--- src/rtl/reg8_arb_pkg.sv ---
// Shared types and helpers for the reg8_arb round-robin register arbiter.
// Optional write counter is enabled with the REG8_ARB_WCNT_EN macro.
package reg8_arb_pkg;

  typedef enum logic [1:0] {
    ST_IDLE  = 2'd0,
    ST_WRITE = 2'd1,
    ST_WAIT  = 2'd2
  } state_t;

  localparam logic [7:0] WCNT_MAX = 8'd255;

  // Both operands are already below n, so a single conditional subtract wraps.
  function automatic int wrapAdd(input int a, input int b, input int n);
    int s;
    s = a + b;
    return (s >= n) ? (s - n) : s;
  endfunction

endpackage

--- src/rtl/reg8_arb_rr_pick.sv ---
// Rotated first-one search: returns the first set request at or after ptr,
// wrapping modulo N. Purely combinational so other arbiters can reuse it.
module rr_pick
  import reg8_arb_pkg::*;
#(
  parameter int N  = 4,
  parameter int IW = 2
) (
  input  logic [N-1:0]  req,
  input  logic [IW-1:0] ptr,
  output logic          found,
  output logic [IW-1:0] idx
);

  // Scan from the farthest candidate back to ptr so the closest hit wins.
  always_comb begin
    found = 1'b0;
    idx   = '0;
    for (int k = N - 1; k >= 0; k--) begin
      if (req[wrapAdd(int'(ptr), k, N)]) begin
        found = 1'b1;
        idx   = IW'(wrapAdd(int'(ptr), k, N));
      end
    end
  end

endmodule

--- src/rtl/reg8_arb.sv ---
// Round-robin write arbiter for a shared W-bit register with 4-phase req/ack.
// Define REG8_ARB_WCNT_EN to add the saturating wr_cnt write counter output.
module reg8_arb
  import reg8_arb_pkg::*;
#(
  parameter int N  = 4,
  parameter int W  = 8,
  parameter int IW = 2
) (
  input  logic            clk,
  input  logic            rst,
  input  logic [N-1:0]    req,
  input  logic [N*W-1:0]  din,
  output logic [N-1:0]    ack,
  output logic [W-1:0]    q,
  output logic [IW-1:0]   gnt_id,
`ifdef REG8_ARB_WCNT_EN
  output logic [7:0]      wr_cnt,
`endif
  output logic            busy
);

  state_t        state_q;
  logic [W-1:0]  q_q, q_d;
  logic [N-1:0]  ack_q, ack_d;
  logic [IW-1:0] gnt_q;
  logic [IW-1:0] ptr_q, ptr_d;
  logic          busy_q;
  logic          pickFound;
  logic [IW-1:0] pickIdx;

  rr_pick #(
    .N  (N),
    .IW (IW)
  ) uPick (
    .req   (req),
    .ptr   (ptr_q),
    .found (pickFound),
    .idx   (pickIdx)
  );

  // Everything the WRITE state commits is derived from the held grant index.
  always_comb begin
    q_d   = '0;
    ack_d = '0;
    for (int i = 0; i < N; i++) begin
      if (gnt_q == IW'(i)) begin
        q_d      = din[i*W +: W];
        ack_d[i] = 1'b1;
      end
    end
    ptr_d = IW'(wrapAdd(int'(gnt_q), 1, N));
  end

`ifdef REG8_ARB_WCNT_EN
  logic [7:0] wcnt_q, wcnt_d;

  assign wcnt_d = (wcnt_q == WCNT_MAX) ? wcnt_q : wcnt_q + 8'd1;
  assign wr_cnt = wcnt_q;
`endif

  always_ff @(posedge clk or negedge rst) begin
    if (!rst) begin
      state_q <= ST_IDLE;
      q_q     <= '0;
      ack_q   <= '0;
      gnt_q   <= '0;
      ptr_q   <= '0;
      busy_q  <= 1'b0;
`ifdef REG8_ARB_WCNT_EN
      wcnt_q  <= '0;
`endif
    end else begin
      case (state_q)
        ST_IDLE: begin
          if (pickFound) begin
            gnt_q   <= pickIdx;
            busy_q  <= 1'b1;
            state_q <= ST_WRITE;
          end
        end
        ST_WRITE: begin
          q_q     <= q_d;
          ack_q   <= ack_d;
          ptr_q   <= ptr_d;
          state_q <= ST_WAIT;
`ifdef REG8_ARB_WCNT_EN
          wcnt_q  <= wcnt_d;
`endif
        end
        ST_WAIT: begin
          // Only the granted requester can close the handshake.
          if (!req[gnt_q]) begin
            ack_q   <= '0;
            busy_q  <= 1'b0;
            state_q <= ST_IDLE;
          end
        end
        default: begin
          ack_q   <= '0;
          busy_q  <= 1'b0;
          state_q <= ST_IDLE;
        end
      endcase
    end
  end

  assign ack    = ack_q;
  assign q      = q_q;
  assign gnt_id = gnt_q;
  assign busy   = busy_q;

endmodule

--- config.mk ---
export PLATFORM = sky130hd
export DESIGN_NAME = reg8_arb
export DESIGN_NICKNAME = d
export VERILOG_FILES = /design/src/rtl/reg8_arb_pkg.sv /design/src/rtl/reg8_arb_rr_pick.sv /design/src/rtl/reg8_arb.sv
export SDC_FILE = /design/constraint.sdc
export NUM_CORES = 1
export LEC_CHECK = 0
export ABC_CLOCK_PERIOD_IN_PS = 2300
export CAP_MARGIN = 20
export CORE_MARGIN = 2
export CORE_UTILIZATION = 44
export CTS_BUF_LIST = sky130_fd_sc_hd__clkbuf_2 sky130_fd_sc_hd__clkbuf_4 sky130_fd_sc_hd__clkbuf_8
export DETAILED_ROUTE_END_ITERATION = 6
export PLACE_DENSITY_LB_ADDON = 0.15
export SYNTH_ARGS = -nofsm -noshare
export SYNTH_HDL_FRONTEND = slang
export SYNTH_SLANG_ARGS = --single-unit
export TNS_END_PERCENT = 1
--- constraint.sdc ---
create_clock -name clk -period 2.3 [get_ports clk]
set_input_delay 0.345 -clock clk [delete_from_list [all_inputs] [get_ports clk]]
set_output_delay 0.345 -clock clk [all_outputs]
set_load 0.1 [all_outputs]
==> flow_metrics.tcl, run 1 <==
set metrics [dict create \
    status "complete, no violations" \
    syn_nets 175 \
    required_ns 2.53 \
    io_pins 53 \
    drv_cap 0 \
    reg2reg_depth 5 \
    drive_gt1_frac 0.1823 \
    synth_top_flop_cell "dfrtp_1" \
    tns_ns 0 \
    layout.cells.non_filler 212 \
    cts.reportedPaths.clkPinSlew_ns 0.11 \
    antenna_found_initial 0 \
    grt_pass1_wl_um 5002 \
    dp_hpwl_um 2248 \
    cts_setup_buffers 0 \
    wl_met1_um 1327 \
    worstPathCellList "inv_1 > ha_1 > a21oi_1 > a221o_1 > a31oi_2" \
    critical-path-top-delay-family "compound AO/OA/AOI/OAI gates" \
    rows 19 \
    start_util 0.4618 \
    timing.hold.ws_ns 0.3606 \
    syn-cell-area_mm2 0.001262 \
    ys_seq_elements 19 \
    routed-wl-met2_um 1473 \
    min_period_ns 1.830 \
    critPathLaunchType "register" \
    cp_slowest_cell "ha_1" \
    track_usage 0.1941 \
    port_buffers 52 \
    fin_util 0.6430 \
    yosysMostFrequentCell "dfrtp_1" \
    path_class "reg2reg" \
    insertion_delay_ns 0.30 \
    ys_types 26 \
    nets 224 \
    yosys-top-cells-area "dfrtp_1 38%, a31oi_2 6.9%, a221o_1 6.3%, a21oi_1 4.8%, inv_1 4.8%" \
    cts_buffers 3 \
    drt-pass1-iter-count 4 \
    synth.avg_cell_area_um2 9.492 \
    via_count 1127 \
    ys_seq_area_frac 0.3766 \
    grt_pass1_vias 1067 \
    grt_setup_unrepaired "no" \
    finalCritPeriodShare 0.7958 \
    htreeDepth 1 \
    slew_headroom 0.5801 \
    drt-vias-per-instance 5.316 \
    tritoncts "yes" \
    highest_layer "met4" \
    crit_arrival_ns 2.06 \
    fmax_ghz 0.5464 \
    syn_inst 133 \
    synth_top_area_frac 0.3766 \
    dieArea_mm2 0.003314 \
    async_reset_ff_frac 1.000 \
    syn2layout_area_growth_pct 39.25 \
    r2r_end "q[3]$_DFFE_PN0N_" \
    drt.antenna.violating_nets 0 \
    cts_resized 0 \
    postCtsHoldBufs 0 \
    synthTopCellsByCount "19 x dfrtp_1, 16 x inv_1, 13 x nor2_1, 12 x a21oi_1, 9 x nand2_1" \
    post-place-cells 208 \
    hold_violations 0 \
    drt-wirelength-per-cell_um 14.18 \
    reg2reg_from "gnt_id[0]$_DFFE_PN0P_" \
    cts_sinks 19 \
    cts-root-buf "clkbuf_4" \
    yosys_warnings 0 \
    multiInputGateArea_um2 655.6 \
    synth_edf_count 0 \
    core_mm2 0.002734 \
    synth_top_cell_by_area "dfrtp_1" \
    critPathMaxFanout 17 \
    hold_path_class "in2async" \
    setup_viol 0 \
    tightest_slew_ns 0.6298 \
    wl_um 3007 \
    wl_met3_um 191 \
    n_antenna_cell 0 \
    clock_skew_ns 0.006568 \
    dieHeight_um 57.57 \
    dr.first_iter.drc_count 32 \
    setup.worst_path.end_class "register" \
    seq_area_um2 475.5 \
    drcViolationCount 0 \
    clockBufferDepth 2 \
    slew_violations 0 \
    grt-ovfl-total 0 \
    grt_max_degree 20 \
    cp_num_buf_inv 1 \
    critical_path.max_stage_delay_ns 0.52 \
    gp_congestion 0.7988 \
    fillCellCount 233 \
    r2r_slack_ns 0.47 \
    fp.dieW_um 57.57 \
]
layout by cell type, fill, tap and decap left out, types with 4 or more instances in the layout:
master / instances
nand2_1: 9
nand3b_1: 8
clkdlybuf4s50_1: 37
dfrtp_1: 19
ha_1: 4
buf_4: 17
clkbuf_4: 4
nor2_1: 13
a31oi_2: 7
mux2i_1: 5
inv_1: 16
a221o_1: 8
o22ai_1: 4
a21oi_1: 12
worst max-delay path by stage:
stage                           from          endpoint  slack (ns)  depth (start not counted)
6_report       gnt_id[0]$_DFFE_PN0P_  q[3]$_DFFE_PN0N_        0.47                          5
5_1_grt        gnt_id[0]$_DFFE_PN0P_  q[3]$_DFFE_PN0N_        0.34                          5
4_1_cts        gnt_id[0]$_DFFE_PN0P_  q[3]$_DFFE_PN0N_        0.46                          5
3_5_place_dp   gnt_id[0]$_DFFE_PN0P_  q[3]$_DFFE_PN0N_        0.51                          5
3_3_place_gp   gnt_id[0]$_DFFE_PN0P_  q[3]$_DFFE_PN0N_        0.55                          5
2_1_floorplan  gnt_id[0]$_DFFE_PN0P_  q[4]$_DFFE_PN0N_        0.03                          6
cell type report:
type,instances,area share
clock buffer,4,0.01708
inverter,16,0.03416
multi-input combinational,88,0.3730
sequential,19,0.2705
tap,31,0.02206
timing repair buffer,54,0.2833
flip-flops by register name (all words and copies together), names as in the netlist:
register,cells
ptr_q,2
state_q,2
gnt_id,2
busy,1
q,8
ack,4
worst register-to-register path, delay by kind of cell, from the launching register on:
family / cells / cell delay (ns)
AOI/OAI and AO/OA: 3 / 0.64
DFF: 1 / 0.49
adders and majority gates: 1 / 0.52
buffers and inverters: 1 / 0.12
metrics by stage:
step	area [µm²]	worst slack (ns)
detailed placement	1728	0.5084
CTS	1758	0.4646
finish	1758	0.4697
global placement	1728	0.5518
floorplan	1262	0.03032
global route	1758	0.3433
routing by layer:
layer / up-vias / global-route usage
met2: 31 / 0.3263
met1: 524 / 0.2422
met3: 2 / 0.05215
met5: - / 0
met4: 0 / 0.05980
li1: 570 / -
kinds of logic after synthesis:
logic type / synth area share
adder cells (fa/ha/maj): 0.03964
multiplexers: 0.06640
AO/OA/AOI/OAI: 0.2607
AND/OR/NAND/NOR: 0.1526
flip-flops: 0.3766
buffers and inverters: 0.1041
Power of run 1 is left out: the tool's default activity adds up to more than one toggle a clock period on the data nets, which glitch-free logic cannot reach.
==> run 2: changes to the inputs <==
Settings changed: ABC_CLOCK_PERIOD_IN_PS 2300 to 1700.
Clock period 2.3 ns to 1.7 ns, I/O delays scaled along.
==> run 2 against run 1 <==
Net effect: global-route usage grew 2.5 points; final cell count is 5.7% higher; wire length is 21% higher; highest routed layer unchanged; critical path depth unchanged; largest cell class is now non-clock buffers; final area rose by 18%.
==> flow_metrics.tcl, run 2 (synthesis results as in run 1) <==
set metrics [dict create \
    status "complete, no violations" \
    cts_buffers 3 \
    antenna_found_initial 0 \
    critical_path.max_stage_delay_ns 0.56 \
    cp_num_cells 5 \
    placed_area_mm2 0.001963 \
    dieArea_mm2 0.003314 \
    cp_slowest_cell "dfrtp_4" \
    reg2reg_depth 5 \
    dieHeight_um 57.57 \
    critPathLaunchType "register" \
    p_seq_frac 0.203 \
    cts.reportedPaths.clkPinSlew_ns 0.13 \
    fp.dieW_um 57.57 \
    irDropWorstVdd_mv 1.859 \
    drive_gt1_frac 0.2694 \
    reg2reg_from "gnt_id[0]$_DFFE_PN0P_" \
    critical-path-top-delay-family "flip-flops" \
    rows 19 \
    drt-wirelength-per-cell_um 16.26 \
    hold_path_class "in2async" \
    drt-vias-per-instance 5.580 \
    clock_skew_ns 0.008298 \
    p_sw_frac 0.5334 \
    wl_met3_um 225 \
    crit_end "q[3]$_DFFE_PN0N_" \
    htreeDepth 1 \
    tritoncts "yes" \
    r2r_slack_ns 0.03 \
    wl_um 3643 \
    leakage_uw 0.0008714 \
    final_cell_mix "37 x clkdlybuf4s50_1, 17 x dfrtp_1, 15 x buf_12" \
    via_count 1250 \
    wl_met1_um 1487 \
    port_buffers 52 \
    r2r_end "q[3]$_DFFE_PN0N_" \
    core_mm2 0.002734 \
    final_common_cell "clkdlybuf4s50_1" \
    drv_cap 0 \
    clockPowerShare 0.056 \
    gp_congestion 0.7869 \
    crit_arrival_ns 1.91 \
    grt_pass1_wl_um 5540 \
    start_util 0.4618 \
    dr.first_iter.drc_count 44 \
    min_period_ns 1.667 \
    clockBufferDepth 2 \
    highest_layer "met4" \
    drt.antenna.violating_nets 0 \
    cts_sinks 19 \
    io_pins 53 \
    grt_max_degree 20 \
    drcViolationCount 0 \
    largest_reg_flops 8 \
    fmax_ghz 0.5997 \
    worstPathCellList "ha_4 > buf_2 > nand3b_1 > a221o_1 > a31oi_2" \
    setup.worst_path.end_class "register" \
    cts-root-buf "clkbuf_4" \
    slew_headroom 0.7758 \
    drt-pass1-iter-count 4 \
    required_ns 1.95 \
    timing.hold.ws_ns 0.2530 \
    tns_ns 0 \
    insertion_delay_ns 0.32 \
    dp_hpwl_um 2600 \
    tightest_slew_ns 0.3363 \
    setup.worst_path.start "gnt_id[0]$_DFFE_PN0P_" \
    routed-wl-met2_um 1834 \
    hold_violations 0 \
    worst_slack_ns 0.03261 \
    finalCritPeriodShare 0.9808 \
    combPwrFrac 0.741 \
    slew_violations 0 \
    path_class "reg2reg" \
    fillCellCount 193 \
    n_antenna_cell 0 \
    intPower_uw 2303 \
    seq_area_um2 483.0 \
    grt-ovfl-total 0 \
    critPathMaxFanout 8 \
    powerDensity_mw_per_mm2 2382 \
    setup_viol 0 \
    post-route-cell-area_mm2 0.002072 \
    multiInputGateArea_um2 683.2 \
    track_usage 0.2188 \
    cp_num_buf_inv 1 \
    fin_util 0.7579 \
    p_sw_uw 2633 \
    grt_pass1_vias 1199 \
    place_ws_ns 0.01782 \
    nets 236 \
    syn2layout_area_growth_pct 64.12 \
]
==> run 2: changes by cell type in the layout (fill, tap and decap cells not counted), sizes merged <==
cell    delta
clkbuf     +1
buf       +11
==> run 2: area by class of cell <==
type                    count  area share
repair buffers             66      0.3738
multi-input cells          88      0.3297
flip-flops and latches     19      0.2331
inverters                  16     0.03019
well taps                  31     0.01872
clock buffers               4     0.01449
==> run 2: how the worst min path moves through the flow <==
stage	slack, ns	cells past startpoint	to
global route	0.29	2	q[6]$_DFFE_PN0N_
floorplan	-0.04	0	ack[0]$_DFFE_PN0P_
finish	0.25	2	q[6]$_DFFE_PN0N_
detailed placement	0.58	2	ack[1]$_DFFE_PN0P_
global placement	0.57	2	ptr_q[0]$_DFFE_PN0N_
CTS	0.26	2	q[6]$_DFFE_PN0N_
==> run 2: layer usage <==
layer,vias to the layer above,track usage
met3,9,0.03401
met5,-,0
met2,43,0.3685
li1,594,-
met4,0,0.08638
met1,604,0.2800
==> run 2: per-stage QoR <==
stage,power (µW),instances
after CTS,4767,217
after global placement,4372,213
after floorplan,3317,133
after detailed placement,4458,213
final,4936,224
after global routing,5161,224
==> run 2: power by group through the flow <==
stage / Clock, µW / Sequential (µW) / Combinational, µW
5_1_grt: 290 / 1040 / 3830
6_report: 276 / 1000 / 3660
2_1_floorplan: 0 / 2090 / 1230
3_3_place_gp: 0 / 1000 / 3370
3_5_place_dp: 0 / 1020 / 3440
4_1_cts: 276 / 1020 / 3470
==> run 2: what timing repair did <==
action                                  CTS  global route
resized for setup                         2             6
endpoints found under the setup margin    1             4
pin swaps                                 0             2
hold buffers                              0             0
setup buffers                             0             7
Note: power is estimated with default switching activity, not from simulation.
==> run 3: changes to the inputs <==
Settings changed: ABC_CLOCK_PERIOD_IN_PS 1700 to 1940, CORE_UTILIZATION 44 to 47.
Clock period 1.7 ns to 1.94 ns, I/O delays scaled along.
==> run 3 against run 2 <==
Net effect: sequential share of layout area grew 3.5 points; final cell count decreased by 4.5%; sequential cell count is the same; maximum frequency is 4.5% lower; critical path depth did not move; final area shrank 14%; utilization fell by 5.2 points; clock skew fell by 0.0042 ns; setup slack improved by 0.16 ns; highest routed layer unchanged.
==> flow_metrics.tcl, run 3 (synthesis results as in run 1) <==
set metrics [dict create \
    status "complete, no violations" \
    drv_cap 0 \
    clockBufferDepth 2 \
    tightest_slew_ns 0.5016 \
    r2r_end "q[4]$_DFFE_PN0N_" \
    finalCritPeriodShare 0.9001 \
    grt_pass1_vias 1239 \
    path_class "reg2reg" \
    required_ns 2.18 \
    cts_setup_buffers 0 \
    clock_skew_ns 0.004113 \
    hold_violations 0 \
    final_common_cell "clkdlybuf4s50_1" \
    fp.dieW_um 55.83 \
    start_util 0.5005 \
    antenna_found_initial 0 \
    htreeDepth 1 \
    gp_congestion 0.8579 \
    cts-root-buf "clkbuf_4" \
    hold_path_class "in2async" \
    critPathMaxFanout 17 \
    via_count 1152 \
    drcViolationCount 0 \
    insertion_delay_ns 0.31 \
    reg2reg_depth 5 \
    largest_reg_flops 8 \
    dieArea_mm2 0.003116 \
    setup.worst_path.end_class "register" \
    dr.first_iter.drc_count 27 \
    grt_pass1_wl_um 5444 \
    final_cell_mix "37 x clkdlybuf4s50_1, 20 x buf_4, 17 x dfrtp_1" \
    cts_resized 0 \
    tns_ns 0 \
    cts_sinks 19 \
    drt-pass1-iter-count 5 \
    slew_violations 0 \
    io_pins 53 \
    fillCellCount 208 \
    port_buffers 52 \
    dieHeight_um 55.83 \
    reg2reg_from "gnt_id[1]$_DFFE_PN0P_" \
    track_usage 0.2210 \
    drive_gt1_frac 0.2065 \
    drt.antenna.violating_nets 0 \
    drt-vias-per-instance 5.383 \
    syn2layout_area_growth_pct 41.13 \
    grt_max_degree 20 \
    grt_setup_unrepaired "no" \
    wl_um 3198 \
    n_antenna_cell 0 \
    core_mm2 0.002522 \
    r2r_slack_ns 0.19 \
    rows 18 \
    critPathLaunchType "register" \
    tritoncts "yes" \
    setup_viol 0 \
    grt-ovfl-total 0 \
    drt-wirelength-per-cell_um 14.94 \
    postCtsHoldBufs 0 \
    dp_hpwl_um 2418 \
    fin_util 0.7063 \
    fmax_ghz 0.5727 \
    crit_arrival_ns 1.99 \
    cts.reportedPaths.clkPinSlew_ns 0.12 \
    nets 227 \
    cts_buffers 3 \
    slew_headroom 0.6656 \
    min_period_ns 1.746 \
]
==> run 3: cell types whose count changed in the layout (fill, tap and decap cells not counted), sizes merged <==
cell | before | now
clkinvlp | 0 | 1
clkbuf | 5 | 3
buf | 28 | 20
==> run 3: cell type report <==
type / instances / area (µm²) / share of cell area
Clock buffer: 3 / 22.52 / 0.01264
Clock inverter: 1 / 7.507 / 0.004213
Inverter: 16 / 60.06 / 0.03371
Multi-Input combinational cell: 88 / 655.6 / 0.3680
Sequential cell: 19 / 478.0 / 0.2683
Tap cell: 30 / 37.54 / 0.02107
Timing Repair Buffer: 57 / 520.5 / 0.2921
==> run 3: worst max path at each step <==
stage / start / endpoint / slack, ns / cells after the start
finish: gnt_id[1]$_DFFE_PN0P_ / q[4]$_DFFE_PN0N_ / 0.19 / 5
global route: gnt_id[1]$_DFFE_PN0P_ / q[2]$_DFFE_PN0N_ / 0.03 / 5
CTS: gnt_id[1]$_DFFE_PN0P_ / q[4]$_DFFE_PN0N_ / 0.15 / 5
detailed placement: gnt_id[1]$_DFFE_PN0P_ / q[0]$_DFFE_PN0N_ / 0.22 / 5
global placement: gnt_id[1]$_DFFE_PN0P_ / q[4]$_DFFE_PN0N_ / 0.25 / 5
floorplan: gnt_id[0]$_DFFE_PN0P_ / q[4]$_DFFE_PN0N_ / 0.01 / 6
==> run 3: routing by layer <==
metal,up-vias,routed length [µm],track usage
li1,573,-,-
met1,540,1351,0.2522
met2,33,1612,0.4014
met3,6,155,0.03721
met4,0,78,0.09864
met5,-,0,0
==> run 3: critical path, cell delays in order (launching register included) <==
cell and delay [ns]:
dfrtp_2 0.47, inv_1 0.09, ha_1 0.47, a21oi_1 0.15
a221o_1 0.35, a31oi_2 0.15
==> run 3: metrics by stage <==
step	setup slack [ns]	instance area [µm²]	hold WS [ns]	cells
floorplan	0.01122	1265	-0.004591	133
global placement	0.2488	1752	0.5248	210
detailed placement	0.2214	1752	0.5343	210
CTS	0.1549	1782	0.3086	214
global route	0.02675	1782	0.3151	214
finish	0.1938	1782	0.3031	214
Power of run 3 is left out for the same reason.
